==> config.mk <==
export PLATFORM = sky130hd
export DESIGN_NAME = sin_cos_arbiter
export DESIGN_NICKNAME = d
export VERILOG_FILES = /design/src/rtl/sin_cos_arbiter.sv
export SDC_FILE = /design/constraint.sdc
export NUM_CORES = 1
export LEC_CHECK = 0
export BUFFER_PORTS_ARGS = -buffer_cell sky130_fd_sc_hd__clkbuf_2
export CAP_MARGIN = 20
export CORE_MARGIN = 1.5
export CORE_UTILIZATION = 30
export DETAILED_ROUTE_END_ITERATION = 10
export PLACE_DENSITY = 0.56
export RECOVER_POWER = 50
export SYNTH_ARGS = -nofsm -noshare
export SYNTH_HDL_FRONTEND = slang
export SYNTH_SLANG_ARGS = --single-unit
==> constraint.sdc <==
create_clock -name i_clk -period 5.69 [get_ports i_clk]
set_clock_uncertainty 0.2 [all_clocks]
set_input_delay 0.569 -clock i_clk [delete_from_list [all_inputs] [get_ports i_clk]]
set_output_delay 0.569 -clock i_clk [all_outputs]
set_load 0.05 [all_outputs]
==> src/rtl/sin_cos_arbiter.sv <==
// sin_cos_arbiter: shares one in-order, fixed-latency Sin_Cos pipeline among
// N_REQ requesters. Round-robin grant, at most one issue per cycle, and a tag
// FIFO that routes each returning result back to the requester that issued it.
module sin_cos_arbiter #(
    parameter  int N_REQ   = 4,
    parameter  int MAX_OUT = 32,
    localparam int TAG_W   = $clog2(N_REQ),
    localparam int CNT_W   = $clog2(MAX_OUT) + 1
) (
    input  logic                  i_clk,
    input  logic                  i_rst_n,
    input  logic [N_REQ-1:0]      i_req_valid,
    input  logic [32*N_REQ-1:0]   i_req_th,
    output logic [N_REQ-1:0]      o_req_ready,
    output logic [N_REQ-1:0]      o_rsp_valid,
    output logic [31:0]           o_rsp_sin,
    output logic [31:0]           o_rsp_cos,
    output logic                  o_sc_ena,
    output logic [31:0]           o_sc_th,
    input  logic [31:0]           i_sc_sin,
    input  logic [31:0]           i_sc_cos,
    input  logic                  i_sc_valid,
    output logic [CNT_W-1:0]      o_outstanding,
    output logic                  o_busy,
    output logic                  o_err
);

    localparam int PTR_W = $clog2(MAX_OUT);

    // Arbitration state
    logic [TAG_W-1:0]  ptr_reg;
    logic [CNT_W-1:0]  cnt_reg;

    // Tag FIFO; occupancy always equals cnt_reg, so cnt_reg doubles as the
    // FIFO level and no separate full/empty flags are kept.
    logic [TAG_W-1:0]  tag_mem [MAX_OUT];
    logic [PTR_W-1:0]  wr_ptr_reg;
    logic [PTR_W-1:0]  rd_ptr_reg;

    // Issue and return registers
    logic              sc_ena_reg;
    logic [31:0]       sc_th_reg;
    logic              rsp_pulse_reg;
    logic [TAG_W-1:0]  rsp_tag_reg;
    logic [31:0]       rsp_sin_reg;
    logic [31:0]       rsp_cos_reg;
    logic              err_reg;

    // Combinational arbitration results
    logic [TAG_W-1:0]  cand_idx [N_REQ];
    logic [N_REQ-1:0]  eligible;
    logic              not_full;
    logic              hs;
    logic [TAG_W-1:0]  grant;
    logic [N_REQ-1:0]  ready_onehot;
    logic [31:0]       grant_th;
    logic              pop;
    logic              underflow;
    logic [N_REQ-1:0]  rsp_onehot;

    // Fullness uses the registered count only: a same-cycle return never
    // frees a slot, which keeps i_sc_valid out of the ready path.
    assign not_full = (cnt_reg < CNT_W'(MAX_OUT));
    assign eligible = i_req_valid & {N_REQ{not_full}};

    // Search order ptr, ptr+1, ... wrapping modulo N_REQ (N_REQ need not be a power of 2)
    for (genvar gi = 0; gi < N_REQ; gi++) begin : g_cand
        logic [TAG_W:0] sum;
        assign sum          = {1'b0, ptr_reg} + (TAG_W+1)'(gi);
        assign cand_idx[gi] = (sum >= (TAG_W+1)'(N_REQ)) ?
                              TAG_W'(sum - (TAG_W+1)'(N_REQ)) : sum[TAG_W-1:0];
    end

    // Pick the first eligible requester in round-robin order
    always_comb begin
        hs           = 1'b0;
        grant        = '0;
        ready_onehot = '0;
        for (int i = 0; i < N_REQ; i++) begin
            if (!hs && eligible[cand_idx[i]]) begin
                hs    = 1'b1;
                grant = cand_idx[i];
            end
        end
        if (hs) begin
            ready_onehot[grant] = 1'b1;
        end
    end

    assign grant_th  = i_req_th[32*grant +: 32];
    assign pop       = i_sc_valid && (cnt_reg != '0);
    assign underflow = i_sc_valid && (cnt_reg == '0);

    // Round-robin pointer, outstanding count, FIFO pointers and sticky error
    always_ff @(posedge i_clk or negedge i_rst_n) begin
        if (!i_rst_n) begin
            ptr_reg    <= '0;
            cnt_reg    <= '0;
            wr_ptr_reg <= '0;
            rd_ptr_reg <= '0;
            err_reg    <= 1'b0;
        end else begin
            if (hs) begin
                ptr_reg    <= (grant == TAG_W'(N_REQ-1)) ? '0 : grant + TAG_W'(1);
                wr_ptr_reg <= wr_ptr_reg + PTR_W'(1);
            end
            if (pop) begin
                rd_ptr_reg <= rd_ptr_reg + PTR_W'(1);
            end
            if (hs && !pop) begin
                cnt_reg <= cnt_reg + CNT_W'(1);
            end else if (!hs && pop) begin
                cnt_reg <= cnt_reg - CNT_W'(1);
            end
            if (underflow) begin
                err_reg <= 1'b1;
            end
        end
    end

    // Tag storage with registered read; the read lands exactly when the
    // response pulse goes out. Push and pop never share an address: push is
    // blocked when full and pop requires non-empty.
    always_ff @(posedge i_clk) begin
        if (hs) begin
            tag_mem[wr_ptr_reg] <= grant;
        end
        if (pop) begin
            rsp_tag_reg <= tag_mem[rd_ptr_reg];
        end
    end

    // Issue one cycle after handshake; theta holds its last value otherwise
    always_ff @(posedge i_clk or negedge i_rst_n) begin
        if (!i_rst_n) begin
            sc_ena_reg <= 1'b0;
            sc_th_reg  <= '0;
        end else begin
            sc_ena_reg <= hs;
            if (hs) begin
                sc_th_reg <= grant_th;
            end
        end
    end

    // Capture returning results; underflow results are dropped entirely
    always_ff @(posedge i_clk or negedge i_rst_n) begin
        if (!i_rst_n) begin
            rsp_pulse_reg <= 1'b0;
            rsp_sin_reg   <= '0;
            rsp_cos_reg   <= '0;
        end else begin
            rsp_pulse_reg <= pop;
            if (pop) begin
                rsp_sin_reg <= i_sc_sin;
                rsp_cos_reg <= i_sc_cos;
            end
        end
    end

    // Decode the returned tag into the one-hot response strobe
    always_comb begin
        rsp_onehot = '0;
        if (rsp_pulse_reg) begin
            rsp_onehot[rsp_tag_reg] = 1'b1;
        end
    end

    assign o_req_ready   = ready_onehot;
    assign o_rsp_valid   = rsp_onehot;
    assign o_rsp_sin     = rsp_sin_reg;
    assign o_rsp_cos     = rsp_cos_reg;
    assign o_sc_ena      = sc_ena_reg;
    assign o_sc_th       = sc_th_reg;
    assign o_outstanding = cnt_reg;
    assign o_busy        = (cnt_reg != '0);
    assign o_err         = err_reg;

endmodule

==> results.yml, run 1 <==
run_status:
  outcome: "complete, but fails checks"
  violations: "capacitance limit, slew limit"
logic_synthesis:
  ys_ff_latch: 183
  synthMostInstantiatedCell: "nand2_1"
  syn_nets: 937
  synth.top_cell.area_share_pct: 35.6
  ys_seq_area_share_pct: 59.7
  ys_types: 48
  synth_cells: 723
  synth_area_leaders: "dfrtp_1 (36%), edfxtp_1 (24%), nand2_1 (9.9%)"
  ys_top_cells_by_count: "nand2_1 (217), dfrtp_1 (117), nor2_1 (74)"
  yosysTopAreaCell: "dfrtp_1"
  async_flop_share_pct: 63.9
  synth_edf_count: 66
  syn_area_um2: 8220
  yosys_warnings: 0
  syn_avg_cell_area_um2: 11.4
  ys.flop_type: "dfrtp_1"
die:
  start_util_pct: 30.5
  core_area_um2: 27000
  die_w_um: 169
  io_pins: 312
  die-area_um2: 28400
  num_rows: 60
  die_h_um: 169
sta:
  slew_viol_final: 181
  max_freq_mhz: 229
  setup-violations-final: 0
  tightest_slew_ns: 3.50
  slew_headroom_pct: -134
  hold_violations: 0
  fin_crit_ns: 4.36
  rsz0062_at_grt: "no"
  post-route-period-util_pct: 76.6
  setup-tns-final_ns: 0
cts:
  clk_path_buf_depth: 2
  htreeDepth: 4
  cts.sinks: 183
  clkTransAtPathRegs_ns: 0.08
  cts_root_buffer: "clkbuf_16"
  post-cts-setup-buffer-count: 0
  clk_latency_ns: 0.43
  post_cts_resized: 0
  ctsHoldBuffers: 0
  cts_made_buffers: 17
  cts_tree: "built"
layout:
  drive_gt1_share_pct: 25.7
  fillers: 2704
  largest_reg_flops: 64
  nets: 1230
  areaGrowthSynthToFinish_pct: 28.3
  fin_util_pct: 39.1
  top_register: "tag_mem"
global_routing:
  grt_overflow: 0
  grt_pass1_wl_mm: 34.7
  grt_start_max_net_pins: 72
  antenna_found_initial: 2
  grt_use_total_pct: 15.9
  grt_pass1_vias: 6363
job:
  cap_viol_max_count: 3
hold_path:
  hp-class: "input pin to flop"
worst_setup_path:
  critPathCaptureType: "flop"
  startpoint_type: "flop"
  crit_type: "flop to flop"
  crit_arrival_ns: 4.51
  crit_fanout: 71
  crit_required_ns: 5.84
drt:
  route.detailed.drc: 0
  totalWireLength_mm: 22.6
  drt-initial-drc-count: 376
  ant_nets: 0
  vias: 6414
  wl_per_cell_um: 16.4
  drtPass1Iterations: 4
  via_per_inst: 4.67
pwr:
  p_leak_nw: 4.68
  ir_drop_mv: 0.291
  p_per_area_nw_per_um2: 556
  fin_total_pwr_w: 0.00586
place:
  io_buffers: 311
  dp_hpwl_mm: 16.2
  gp_congestion: 0.778
## critical path, cell delays in order, from the launching register on
cell      delay (ns)
dfrtp_1         0.44
nor4_1          0.37
nand2_1         0.12
nand2_1         0.12
clkbuf_1        2.20
inv_2          -0.05
buf_4           0.41
nand4_1         0.22
xnor2_1         0.13
## cells in the final DEF (no fill, tap or decap), types with 5 or more instances in the layout
master / instances
a211oi_1: 32
a21oi_1: 7
a221oi_1: 32
and2_1: 5
buf_4: 6
clkbuf_1: 112
clkbuf_16: 17
clkbuf_2: 202
dfrtp_1: 117
edfxtp_1: 66
ha_1: 14
inv_1: 6
mux2i_1: 34
mux4_1: 6
mux4_2: 14
nand2_1: 217
nor2_1: 74
o21ai_0: 6
xnor2_1: 10
## worst paths after layout
kind | from | slack [ns] | cells past startpoint | to
setup / recovery | o_outstanding[1] | 1.33 | 8 | rd_ptr_reg[4]
min in group asynchronous | i_rst_n | 1.11 | 1 | o_rsp_sin[6]
max in group asynchronous | i_rst_n | 1.98 | 2 | o_outstanding[0]
hold / removal | i_sc_cos[6] | 0.13 | 3 | o_rsp_cos[6]
setup reg to reg | o_outstanding[1] | 1.33 | 8 | rd_ptr_reg[4]
hold reg to reg | o_rsp_sin[15] | 0.27 | 2 | o_rsp_sin[15]
## per-layer routing
layer,vias to the layer above,GRT usage [%],wire length [µm]
met5,-,0,0
met4,0,5.36,389
met3,19,3.76,1470
met2,284,27.7,11300
met1,2981,19.3,9440
li1,3130,-,-
## report_power, final
part           switching, W  internal (W)
logic               0.00188      0.000792
registers          0.000275       0.00176
clock network      0.000569      0.000588
total               0.00272       0.00314
## stage by stage
step	worst slack [ns]	cells	hold WS, ns	cell area, µm²
4_1_cts	1.61	1368	0.0469	10600
3_3_place_gp	1.92	1336	0.256	10100
6_report	1.33	1372	0.127	10500
3_5_place_dp	1.91	1336	0.261	10100
5_1_grt	0.907	1372	0.103	10500
2_1_floorplan	1.98	723	0.0734	8220
## logic make-up after synthesis
logic type,after synthesis,synth area share [%]
compound gates,84,7.87
xor+xnor,11,1.17
simple gates,318,15.5
mux,57,10.3
fa+ha+maj,15,2.38
flops,183,59.7
buf+inv,55,3.04
## area by class of cell
class                      count  area, µm²  area share [%]
antenna                        2       5.00          0.0475
clock buffer                  18        429            4.07
clock inverter                14        156            1.48
inverter                       8       31.3           0.297
multi-input combinational    485       3060            29.0
sequential                   183       4910            46.6
tap                          341        427            4.05
timing repair buffer         321       1530            14.5
No activity file was read; power rests on OpenSTA's default activity.
==> run 2, diff against run 1 <==
==> constraint.sdc (replaced) <==
create_clock -name i_clk -period 4.4 [get_ports i_clk]
set_clock_uncertainty 0.2 [all_clocks]
set_input_delay 0.44 -clock i_clk [delete_from_list [all_inputs] [get_ports i_clk]]
set_output_delay 0.44 -clock i_clk [all_outputs]
set_load 0.05 [all_outputs]
==> run 2 against run 1 <==
Effect of this change: the flow still finishes with violations (capacitance limit, slew limit); die area stayed put; wire length is 3.8% higher; first-iteration DRC count is 16% higher; critical path type is now flop to output pin.
==> results.yml, run 2 (synthesized netlist as in run 1, its figures left out) <==
run_status:
  outcome: "complete, but fails checks"
  violations: "capacitance limit, slew limit"
worst_setup_path:
  crit_required_ns: 3.76
  crit_fanout: 36
  startpoint: "ptr_reg[1]"
  critPathCaptureType: "output pin"
  crit_arrival_ns: 2.80
  r2r-start: "o_outstanding[1]"
  crit_type: "flop to output pin"
  startpoint_type: "flop"
layout:
  areaGrowthSynthToFinish_pct: 36.2
  fin_util_pct: 41.5
  nets: 1293
  top_register: "tag_mem"
  mostFrequentLayoutCells: "nand2_1 (216), clkbuf_2 (209), dfrtp_1 (117)"
  fillers: 2620
  layout_commonest_cell: "nand2_1"
  largest_reg_flops: 64
  drive_gt1_share_pct: 25.5
pwr:
  p_leak_nw: 4.98
  ir_drop_mv: 0.387
  clkPwrFrac_pct: 20.2
  p_seq_share_pct: 34.3
  switching_share_pct: 46.6
  p_per_area_nw_per_um2: 686
  p_comb_share_pct: 45.5
  internal_power_w: 0.00410
  p_switching_w: 0.00358
drt:
  route.detailed.drc: 0
  vias: 6652
  drtPass1Iterations: 4
  totalWireLength_mm: 23.4
  via_per_inst: 4.64
  drt-initial-drc-count: 435
  ant_nets: 0
  wl_per_cell_um: 16.3
die:
  die_w_um: 169
  die-area_um2: 28400
  start_util_pct: 30.5
  num_rows: 60
  io_pins: 312
  core_area_um2: 27000
  die_h_um: 169
cts:
  clk_path_buf_depth: 2
  clk_latency_ns: 0.44
  htreeDepth: 4
  cts_tree: "built"
  cts_root_buffer: "clkbuf_16"
  cts_made_buffers: 17
  clkTransAtPathRegs_ns: 0.08
  cts.sinks: 183
sta:
  rsz0062_at_grt: "no"
  max_freq_mhz: 291
  setup-tns-final_ns: 0
  setup-violations-final: 0
  tightest_slew_ns: 1.74
  slew_headroom_pct: -15.8
  hold_violations: 0
  slew_viol_final: 68
  fin_crit_ns: 3.44
  post-route-period-util_pct: 78.1
global_routing:
  antenna_found_initial: 1
  grt_overflow: 0
  grt_pass1_vias: 6957
  grt_start_max_net_pins: 68
  grt_pass1_wl_mm: 36.6
  grt_use_total_pct: 16.6
place:
  gp_congestion: 0.775
  io_buffers: 311
  dp_hpwl_mm: 16.6
hold_path:
  min-delay-start: "i_sc_cos[14]"
  hp-class: "input pin to flop"
job:
  cap_viol_max_count: 1
[run 2: cell count changes in the layout (fill, tap and decap cells not counted), moves of 2 or more]
cell | previous run | this run
buf_4 | 6 | 11
clkbuf_1 | 112 | 102
clkbuf_2 | 202 | 209
dlygate4sd3_1 | 0 | 60
inv_12 | 0 | 2
inv_6 | 4 | 2
inv_8 | 2 | 4
[run 2: final cells by class]
cell class	instances	area, µm²	area share [%]
Antenna cell	1	2.50	0.0224
Clock buffer	17	425	3.80
Clock inverter	15	176	1.58
Inverter	8	31.3	0.279
Multi-Input combinational cell	485	3070	27.4
Sequential cell	183	4910	43.9
Tap cell	341	427	3.81
Timing Repair Buffer	384	2150	19.2
[run 2: routing by layer]
layer | vias up | GRT usage, % | share of wire, %
met5 | - | 0 | 0
met4 | 0 | 6.87 | 3.1
met3 | 35 | 3.48 | 5.8
met2 | 288 | 28.8 | 49
met1 | 3076 | 20.0 | 43
li1 | 3253 | - | -
[run 2: what timing repair did]
action	CTS	global route
gates resized for setup	0	0
hold endpoints to repair	109	0
setup buffers	0	0
hold buffers	60	0
[run 2: through the flow]
| stage | cell area (µm²) | power, W | cells | setup WS (ns) | hold WS, ns |
|---|---|---|---|---|---|
| final | 11200 | 0.00768 | 1434 | 0.963 | 0.0203 |
| after global routing | 11200 | 0.00815 | 1434 | 0.675 | 0.0162 |
| after CTS | 11300 | 0.00781 | 1431 | 0.809 | 0.00121 |
| after detailed placement | 10100 | 0.00620 | 1339 | 1.05 | 0.261 |
| after global placement | 10100 | 0.00615 | 1339 | 1.12 | 0.257 |
| after floorplan | 8220 | 0.00524 | 723 | 0.692 | -0.0556 |
[run 2: final timing paths]
path                       cells past startpoint  slack (ns)               end
max                                            8        0.96    o_req_ready[3]
min                                            3        0.02     o_rsp_cos[14]
max reg2reg                                   11        1.06  o_outstanding[5]
min reg2reg                                    2        0.28      o_rsp_sin[3]
max in group asynchronous                      3        1.47  o_outstanding[0]
min in group asynchronous                      2        0.38      o_rsp_cos[2]
[run 2: critical path, cell delays in order, from the launching register on]
cell	delay, ns
dfrtp_1	0.44
nand2b_1	0.16
a21oi_1	0.29
nor3_4	0.08
nand2_1	0.15
clkinv_2	0.39
ha_1	0.45
and2_1	0.16
clkbuf_2	0.23
[run 2: power by group through the flow]
| stage | Sequential (W) | Combinational, W | Clock [W] |
|---|---|---|---|
| after detailed placement | 0.00270 | 0.00349 | 0 |
| after CTS | 0.00267 | 0.00354 | 0.00160 |
| after global routing | 0.00270 | 0.00379 | 0.00166 |
| after floorplan | 0.00355 | 0.00170 | 0 |
| final | 0.00264 | 0.00349 | 0.00155 |
| after global placement | 0.00269 | 0.00346 | 0 |
==> run 3, diff against run 2 <==
--- a/config.mk
+++ b/config.mk
@@ -10,7 +10,7 @@
 export CORE_MARGIN = 1.5
 export CORE_UTILIZATION = 30
 export DETAILED_ROUTE_END_ITERATION = 10
-export PLACE_DENSITY = 0.56
+export PLACE_DENSITY = 0.58
 export RECOVER_POWER = 50
 export SYNTH_ARGS = -nofsm -noshare
 export SYNTH_HDL_FRONTEND = slang
==> constraint.sdc (replaced) <==
create_clock -name i_clk -period 3 [get_ports i_clk]
set_clock_uncertainty 0.2 [all_clocks]
set_input_delay 0.3 -clock i_clk [delete_from_list [all_inputs] [get_ports i_clk]]
set_output_delay 0.3 -clock i_clk [all_outputs]
set_load 0.05 [all_outputs]
==> run 3 against run 2 <==
Effect of this change: the flow now finishes without violations; clock-buffer cell count grew 1; flip-flop and latch count stayed put; sequential share of layout area shrank 2.8 points; register-to-register slack got worse by 0.84 ns; first-iteration DRC count fell by 20%; die area unchanged; critical path type unchanged.
==> results.yml, run 3 (synthesized netlist as in run 1, its figures left out) <==
run_status:
  outcome: "finished, final reports clean"
place:
  place_area_um2: 10200
  dp_hpwl_mm: 16.7
  gp_congestion: 0.797
  io_buffers: 311
sta:
  slew_viol_final: 0
  slew_headroom_pct: 27.4
  rsz0062_at_grt: "no"
  post-route-period-util_pct: 95.5
  tightest_slew_ns: 1.09
  max_freq_mhz: 349
  setup-violations-final: 0
  hold_violations: 0
  fin_crit_ns: 2.86
layout:
  final_cell_area_um2: 12000
  antenna_cells: 0
  mostFrequentLayoutCells: "nand2_1 (215), clkbuf_2 (206), dlygate4sd3_1 (124)"
  areaGrowthSynthToFinish_pct: 45.6
  largest_reg_flops: 64
  layout_commonest_cell: "nand2_1"
  nets: 1366
  top_register: "tag_mem"
  fin_util_pct: 44.4
  drive_gt1_share_pct: 25.3
cts:
  cts.sinks: 183
  clkTransAtPathRegs_ns: 0.08
  htreeDepth: 4
  cts_tree: "built"
  cts_root_buffer: "clkbuf_16"
  clk_path_buf_depth: 2
  clk_latency_ns: 0.44
  cts_made_buffers: 17
die:
  die_w_um: 169
  num_rows: 60
  die_h_um: 169
  die-area_um2: 28400
  io_pins: 312
  core_area_um2: 27000
  start_util_pct: 30.5
pwr:
  switching_share_pct: 46.1
  p_leak_nw: 5.28
  p_seq_share_pct: 33.2
  clkPwrFrac_pct: 19.9
  internal_power_w: 0.00621
  ir_drop_mv: 0.781
  p_comb_share_pct: 46.9
  p_switching_w: 0.00531
  p_per_area_nw_per_um2: 963
hold_path:
  hp-class: "input pin to flop"
drt:
  vias: 7137
  ant_nets: 0
  routed-wl-met3_mm: 1.57
  wl_per_cell_um: 16.9
  route.detailed.drc: 0
  wl_met1_mm: 10.3
  met2WireLength_mm: 13.0
  drtPass1Iterations: 6
  highest_layer: "met4"
  drt-initial-drc-count: 350
  via_per_inst: 4.74
  totalWireLength_mm: 25.5
global_routing:
  grt_pass1_wl_mm: 38.8
  grt_pass1_vias: 7247
  antenna_found_initial: 0
  grt_start_max_net_pins: 66
  grt_overflow: 0
  grt_use_total_pct: 17.7
worst_setup_path:
  startpoint_type: "flop"
  crit_required_ns: 2.50
  crit_type: "flop to output pin"
  critPathCaptureType: "output pin"
  crit_fanout: 35
  crit_arrival_ns: 2.36
job:
  cap_viol_max_count: 0
[run 3: changes by cell type in the layout (fill, tap and decap cells not counted), sizes merged, moves of 2 or more]
cell	before	now
buf	13	18
clkbuf	328	332
clkinv	7	4
clkinvlp	0	2
dlygate4sd3	60	124
[run 3: cell type report]
| class | count | area [µm²] |
|---|---|---|
| fill | 2498 | 15000 |
| sequential | 183 | 4910 |
| multi-input combinational | 486 | 3150 |
| timing repair buffer | 456 | 2840 |
| clock buffer | 18 | 450 |
| tap | 341 | 427 |
| clock inverter | 14 | 151 |
| inverter | 8 | 31.3 |
[run 3: routing by layer]
metal / up-vias / global-route usage (%)
met1: 3404 / 20.1
met3: 38 / 4.28
met4: 0 / 7.34
met2: 297 / 32.0
li1: 3398 / -
met5: - / 0
[run 3: power by group through the flow]
stage / Sequential [W] / Combinational, W / Clock [W]
5_1_grt: 0.00390 / 0.00579 / 0.00247
3_3_place_gp: 0.00386 / 0.00527 / 0
6_report: 0.00383 / 0.00540 / 0.00230
2_1_floorplan: 0.00522 / 0.00252 / 0
4_1_cts: 0.00383 / 0.00551 / 0.00238
3_5_place_dp: 0.00388 / 0.00533 / 0
[run 3: through the flow]
step	setup slack, ns	hold slack (ns)	setup TNS [ns]	total power [W]	std cells
finish	0.136	0.0222	0	0.0115	1506
global route	0.00398	0.0107	0	0.0122	1506
CTS	0.00348	0.000676	0	0.0117	1505
detailed placement	-0.335	0.00189	-9.29	0.00921	1347
global placement	-0.254	0.00662	-6.42	0.00913	1347
floorplan	0.0110	-0.196	0	0.00774	723
[run 3: final timing paths]
kind,from,end,slack [ns],depth (start not counted)
max,ptr_reg[1],o_req_ready[1],0.14,7
min,i_req_th[12],o_sc_th[12],0.02,3
min in group asynchronous,i_rst_n,rd_ptr_reg[3],0.41,2
max reg2reg,ptr_reg[1],o_sc_th[8],0.22,9
max in group asynchronous,i_rst_n,o_outstanding[3],0.53,3
min reg2reg,o_err,o_err,0.28,1
[run 3: critical path: stages, from the launching register on]
cell,delay (ns)
dfrtp_1,0.44
a21oi_1,0.09
o21a_1,0.21
o221ai_4,0.17
buf_4,0.39
ha_1,0.21
and2_1,0.14
clkbuf_2,0.28
[run 3: timing repair]
action | in CTS | in global routing
resized for setup | 2 | 8
pin swaps | 1 | 0
setup buffers | 1 | 0
hold buffers | 124 | 0
gates cloned | 1 | 0
hold endpoints to repair | 178 | 0
endpoints found under the setup margin | 36 | 3
